[config.mk]
export PLATFORM = sky130hd
export DESIGN_NAME = instr_fetch_queue
export DESIGN_NICKNAME = d
export VERILOG_FILES = /design/src/rtl/instr_fetch_queue.sv
export SDC_FILE = /design/constraint.sdc
export NUM_CORES = 1
export LEC_CHECK = 0
export CORE_AREA = 5 5 64 123
export CTS_CLUSTER_SIZE = 30
export DETAILED_ROUTE_END_ITERATION = 12
export DIE_AREA = 0 0 69 128
export MAX_ROUTING_LAYER = met4
export SYNTH_ARGS = -nofsm -noshare
export SYNTH_HDL_FRONTEND = slang
export SYNTH_SLANG_ARGS = --single-unit
[constraint.sdc]
create_clock -name clk -period 2.6 [get_ports clk]
set_input_delay 0.26 -clock clk [delete_from_list [all_inputs] [get_ports clk]]
set_output_delay 0.26 -clock clk [all_outputs]
set_load 0.005 [all_outputs]
[src/rtl/instr_fetch_queue.sv]
// Fetch stage: owns the PC, reads program memory combinationally and buffers words in a 2-entry queue.
// Optional sequential-wrap trap enabled by defining INSTR_FETCH_WRAP_TRAP_EN.
module instr_fetch_queue #(
    parameter int                ADDR_W   = 6,
    parameter int                INS_W    = 13,
    parameter logic [ADDR_W-1:0] RESET_PC = '0,
    parameter logic [INS_W-1:0]  NOP_INS  = '0
) (
    input  logic              clk,
    input  logic              rst,
    input  logic              run,
    output logic [ADDR_W-1:0] pm_addr,
    input  logic [INS_W-1:0]  pm_ins,
    output logic              ins_valid,
    input  logic              ins_ready,
    output logic [INS_W-1:0]  ins_out,
    output logic [ADDR_W-1:0] ins_pc,
    input  logic              jmp_en,
    input  logic [ADDR_W-1:0] jmp_addr,
    output logic              wrap_trap
);

    logic [ADDR_W-1:0] pc;
    logic [1:0]        count;
    logic              rd_ptr;
    logic              wr_ptr;
    logic [INS_W-1:0]  q_ins [2];
    logic [ADDR_W-1:0] q_pc  [2];
    logic              halted;
    logic              pop;
    logic              fetch;

    assign pm_addr   = pc;
    assign ins_valid = (count != 2'd0);
    assign ins_out   = ins_valid ? q_ins[rd_ptr] : NOP_INS;
    assign ins_pc    = ins_valid ? q_pc[rd_ptr]  : '0;

    // A pop frees a slot in the same cycle, so a full queue keeps streaming.
    assign pop   = ins_valid & ins_ready;
    assign fetch = run & ~halted & ~jmp_en & ((count != 2'd2) | pop);

    always_ff @(posedge clk) begin
        if (rst) begin
            pc     <= RESET_PC;
            count  <= 2'd0;
            rd_ptr <= 1'b0;
            wr_ptr <= 1'b0;
        end else if (jmp_en) begin
            // Redirect flushes the queue; any concurrent pop is absorbed.
            pc     <= jmp_addr;
            count  <= 2'd0;
            rd_ptr <= 1'b0;
            wr_ptr <= 1'b0;
        end else begin
            if (fetch) begin
                pc <= pc + ADDR_W'(1);
            end
            wr_ptr <= wr_ptr ^ fetch;
            rd_ptr <= rd_ptr ^ pop;
            count  <= count + 2'(fetch) - 2'(pop);
        end
    end

    // Queue storage carries no reset; validity is tracked by count alone.
    always_ff @(posedge clk) begin
        if (fetch) begin
            q_ins[wr_ptr] <= pm_ins;
            q_pc[wr_ptr]  <= pc;
        end
    end

`ifdef INSTR_FETCH_WRAP_TRAP_EN
    always_ff @(posedge clk) begin
        if (rst || jmp_en) begin
            halted <= 1'b0;
        end else if (fetch && (pc == {ADDR_W{1'b1}})) begin
            halted <= 1'b1;
        end
    end
    assign wrap_trap = halted;
`else
    assign halted    = 1'b0;
    assign wrap_trap = 1'b0;
`endif

endmodule

Word-level counts from Yosys, hierarchy flattened

Memory sizes are Yosys's and may differ from the RTL's. A register that Yosys moved wholly into a read port is not among the register bits.
Index checks and enable logic that the tools add are counted.
Widths: inputs -> output; s select.

Bits in registers: 10
RAM bits: 38
Input bits: 24
Output and inout bits: 27
Logic and storage cells: 28
Memories: 2

$add $sub $neg: 3
Eq/ne operators: 1
Mux-type cells: 8
Bitwise logic cells: 7
Reductions and logical operators: 3

Memories:

| name  | words | width | rd ports | clocked after Yosys merged registers in | write ports | RTL line | source |
|---|---|---|---|---|---|---|---|
| q_ins | 2     | 13    | 1        | 1                                       | 1           | 27       | `logic [INS_W-1:0] q_ins [2];` |
| q_pc  | 2     | 6     | 1        | 1                                       | 1           | 28       | `logic [ADDR_W-1:0] q_pc [2];` |

Operators by type and width:

| kind                | count |
|---|---|
| $mux 6              | 3 |
| $mux 13             | 1 |
| $add 6x1->6 const B | 1 |
| $mux 1              | 4 |
| $reduce_bool 2->1   | 2 |
| $and 1x1->1         | 3 |
| $add 2x1->2         | 1 |
| $ne 2x2->1 const B  | 1 |
| $reduce_or 2->1     | 1 |
| $sub 2x1->2         | 1 |
| $xor 1x1->1         | 2 |
| $not 1->1           | 1 |
| $or 1x1->1          | 1 |

Longest topological paths before layout

Depth after elaboration: 6
Gate-level depth with buffers: 9
Gate-level depth less buffers: 8

Worst setup path after synthesis

OpenSTA, ideal clock, no wires.

Path type: register to register
Start: register count[0]
End: register count[1]
Library setup time: 115 ps
Arrival time: 1,624 ps
Data required time: 2,485 ps
Setup slack: 861 ps
Cell stages (with the launch flop): 9
Path buffers: 0
Clock period less this slack: 1,739 ps
Cell sequence: dfxtp_1 -> or3b_1 -> nand3_1 -> ha_1 -> inv_1 -> ha_1 -> xnor2_1 -> xnor2_1 -> and2_1

Word-level cells in the longest chain between the ends: 6
Elaborated cells on any way between the ends: 7
Classes of those cells: 2 x add/sub; 1 x eq/ne; 3 x bitwise; 1 x reduce/logical

Ends and longest elaborated chain:

| what                   | RTL line | source |
|---|---|---|
| start, declared        | 24       | `logic [1:0] count;` |
| start signal, assigned | 60       | `count <= count + 2'(fetch) - 2'(pop);` |
| $reduce_bool 2->1      | 34       | `assign ins_valid = (count != 2'd0);` |
| $and 1x1->1            | 39       | `assign pop = ins_valid & ins_ready;` |
| $or 1x1->1             | 40       | `assign fetch = run & ~halted & ~jmp_en & ((count != 2'd2) \| pop);` |
| $and 1x1->1            | 40       |  |
| $add 2x1->2            | 60       |  |
| $sub 2x1->2 *          | 60       |  |

Mark *: on every way between the ends. The rest lies on a longest branch, timed or not.
A chain may end at the register's enable or synchronous reset.

==> results_dict.tcl <==
set metrics [dict create \
    synth_top_area_share_pct 56.2 \
    cp-start-kind "flip-flop" \
    ys_warn_count 0 \
    post_cts_buffers 0 \
    io_buffers 49 \
    design_area_mm2 0.00281 \
    finalMaxSlewViolations 0 \
    ant_nets 0 \
    postLayoutSetupSlackWorst_ps 580 \
    crit_path_top_delay_cell "clkdlybuf4s50_1" \
    p_leak_nw 0.953 \
    path_cells "buf_4 -> mux2i_1 -> nor2_1 -> clkdlybuf4s50_1" \
    clk_pin_slew_ps 70 \
    first_pass_iters 4 \
    grt.total_usage_pct 10.3 \
    vdd_drop_max_mv 0.426 \
    antenna_found_initial 0 \
    ys_seq_area_share_pct 66.0 \
    synth_xor_area_share_pct 1.29 \
    grt_pass1_wl_mm 6.80 \
    worstHoldStart "pm_addr[5]" \
    cts-resized-gates 0 \
    synth-compound-area-share_pct 4.37 \
    min_to "q_pc[1][5]" \
    cp.required_ps 2340 \
    die_area_mm2 0.00883 \
    critical_path.endpoint_type "output port" \
    finalCriticalPeriod_ps 2020 \
    drv_cap 0 \
    arrival_ps 1760 \
    clock.fmax_ghz 0.495 \
    grt_overflow 0 \
    cp_top_family "buffers and inverters" \
    clk_path_buf_depth 2 \
    tns_ps 0 \
    worstReg2RegEnd "count[1]" \
    io_pins 51 \
    numCtsBuffers 5 \
    cpPeakStageDelay_ps 530 \
    whs_ps 530 \
    ys_seq_elements 48 \
    dp_slack_ps 393 \
    fin_crit_sh_pct 77.7 \
    cellPowerDensity_mw_per_mm2 620 \
    setup_viol 0 \
    drtIter0Drc 48 \
    fin_util_pct 40.7 \
    clk-insertion-delay-late_ps 280 \
    clkSinkCount 48 \
    synth_mux_area_share_pct 9.36 \
    synthesis.area_mm2 0.00203 \
    nFillCells 691 \
    layout-drive-gt1-share_pct 7.21 \
    grt_pass1_vias 1439 \
    yosys.area_share.simple_pct 12.6 \
    layout.nets 236 \
    outcome "complete, no violations" \
    cp_max_fo 19 \
    die_w_um 69 \
    rows 43 \
    dpl.hpwl_mm 3.16 \
    r2r_start "count[1]" \
    cts_max_level 2 \
    grt_max_degree 21 \
    start_util_pct 29.5 \
    synth.avg_cell_area_um2 13.3 \
    r2r_setup_slack_ps 750 \
    crit_buf_inv 2 \
    r2r_cells 8 \
    critPathKind "reg2out" \
    syn-num-nets 182 \
    gp_congestion 0.850 \
    syn_to_final_growth_pct 38.1 \
    fin_worst_skew_ps 6.78 \
    viasPerCell 4.53 \
    antenna_cells 0 \
    die_height_um 128 \
    synthAdderAreaFrac_pct 3.08 \
    cts_hold_repair.buffers 0 \
    num_vias 1349 \
    yosys.area.top_type "edfxtp_1" \
    dpl_cell_area_mm2 0.00264 \
    yosys.cell_types.count 33 \
    rsz0062_at_grt "no" \
    hold_viol_final 0 \
    drt-wirelength-per-cell_um 14.0 \
    coreArea_mm2 0.00689 \
    synthCells 153 \
    synth_area_leaders "edfxtp_1 56%, dfxtp_1 9.9%, mux2i_1 9.4%, nor2_1 4.6%, ha_1 3.1%" \
    clockRootBuffer "clkbuf_16" \
    routed_wl_mm 4.16 \
    synth_top_family_by_area "simple AND/OR/NAND/NOR gates" \
    hp-class "reg2reg" \
    hold_depth 0 \
    drc 0 \
    cts_tree "yes" \
]
-- Yosys cell counts, drive strengths merged --
master / instances
nor3: 3
dfxtp: 10
a21oi: 1
and4b: 1
buf: 4
conb: 1
o211ai: 1
or3b: 2
xor2: 1
nand3b: 1
a311o: 1
nand2b: 1
o21ai: 5
ha: 5
nor4: 1
clkbuf: 3
inv: 8
nand4: 1
edfxtp: 38
a31oi: 1
mux2i: 19
and2: 2
nor3b: 1
nand3: 2
xnor2: 2
a311oi: 3
nand2: 4
nand4b: 2
nor2: 25
a221oi: 1
or3: 3
-- worst max-delay path by stage --
stage | slack [ps] | start | end | cells past startpoint
3_3_place_gp | 440 | ins_ready | count[1] | 9
5_1_grt | 450 | rd_ptr | ins_out[0] | 4
3_5_place_dp | 390 | ins_ready | count[1] | 9
2_1_floorplan | 860 | count[0] | count[1] | 8
4_1_cts | 530 | rd_ptr | ins_out[2] | 4
6_report | 580 | rd_ptr | ins_out[2] | 4
-- where the power goes --
group	switching (mW)	internal [mW]	total, mW
Combinational	0.0671	0.0927	0.160
Sequential	0.0188	0.858	0.877
Clock	0.252	0.452	0.704
Total	0.338	1.40	1.74
-- routing by layer --
metal / GRT usage (%) / routed length, µm
met1: 9.25 / 1400
met2: 19.9 / 2500
met3: 1.65 / 121
met4: 5.64 / 141
met5: - / 0
-- cell usage in the layout, fill, tap and decap left out, drive strengths merged --
master,n
a221oi,1
or3b,2
nand3,2
nor3,3
nand2,4
a21oi,1
nor2,25
nand4b,2
a311oi,3
inv,9
mux2i,19
edfxtp,38
o211ai,1
ha,5
o21ai,5
and2,2
or3,3
nor3b,1
clkdlybuf4s50,49
a311o,1
and4b,1
a31oi,1
nor4,1
dfxtp,10
xor2,1
xnor2,2
clkinv,1
nand2b,1
clkbuf,5
conb,1
nand4,1
bufinv,1
buf,5
nand3b,1
-- cell families after synthesis --
logic type / after synthesis
buf+inv: 15
mux: 19
xor+xnor: 3
flops: 48
other cells: 1
compound gates: 13
fa+ha+maj: 5
simple gates: 49
-- layout make-up --
| cell class | instances | area [µm²] | share of cell area [%] |
|---|---|---|---|
| Clock buffer | 5 | 125 | 4.46 |
| Timing Repair Buffer | 54 | 528 | 18.8 |
| Clock inverter | 3 | 41.3 | 1.47 |
| Sequential cell | 48 | 1340 | 47.8 |
| Inverter | 8 | 30.0 | 1.07 |
| Tap cell | 90 | 113 | 4.01 |
| Multi-Input combinational cell | 90 | 627 | 22.3 |
-- flip-flops by register name (all words and copies together) (netlist names) --
name / count
q_ins: 26
q_pc: 12
pm_addr: 6
count: 2
rd_ptr: 1
wr_ptr: 1
-- worst reg2reg max path: cells and delay by family, from the launching register on --
kind	cells	cell delay, ps
buffers and inverters	1	50
adder cells (fa/ha/maj)	2	370
XOR/XNOR	2	210
flip-flops	1	400
AND/OR/NAND/NOR	3	700
-- per-stage QoR --
step | cells | total power [mW]
6_report | 298 | 1.74
5_1_grt | 298 | 1.81
4_1_cts | 298 | 1.76
3_5_place_dp | 290 | 1.06
3_3_place_gp | 290 | 1.05
2_1_floorplan | 153 | 0.953
Power figures use the tool's default switching activity.
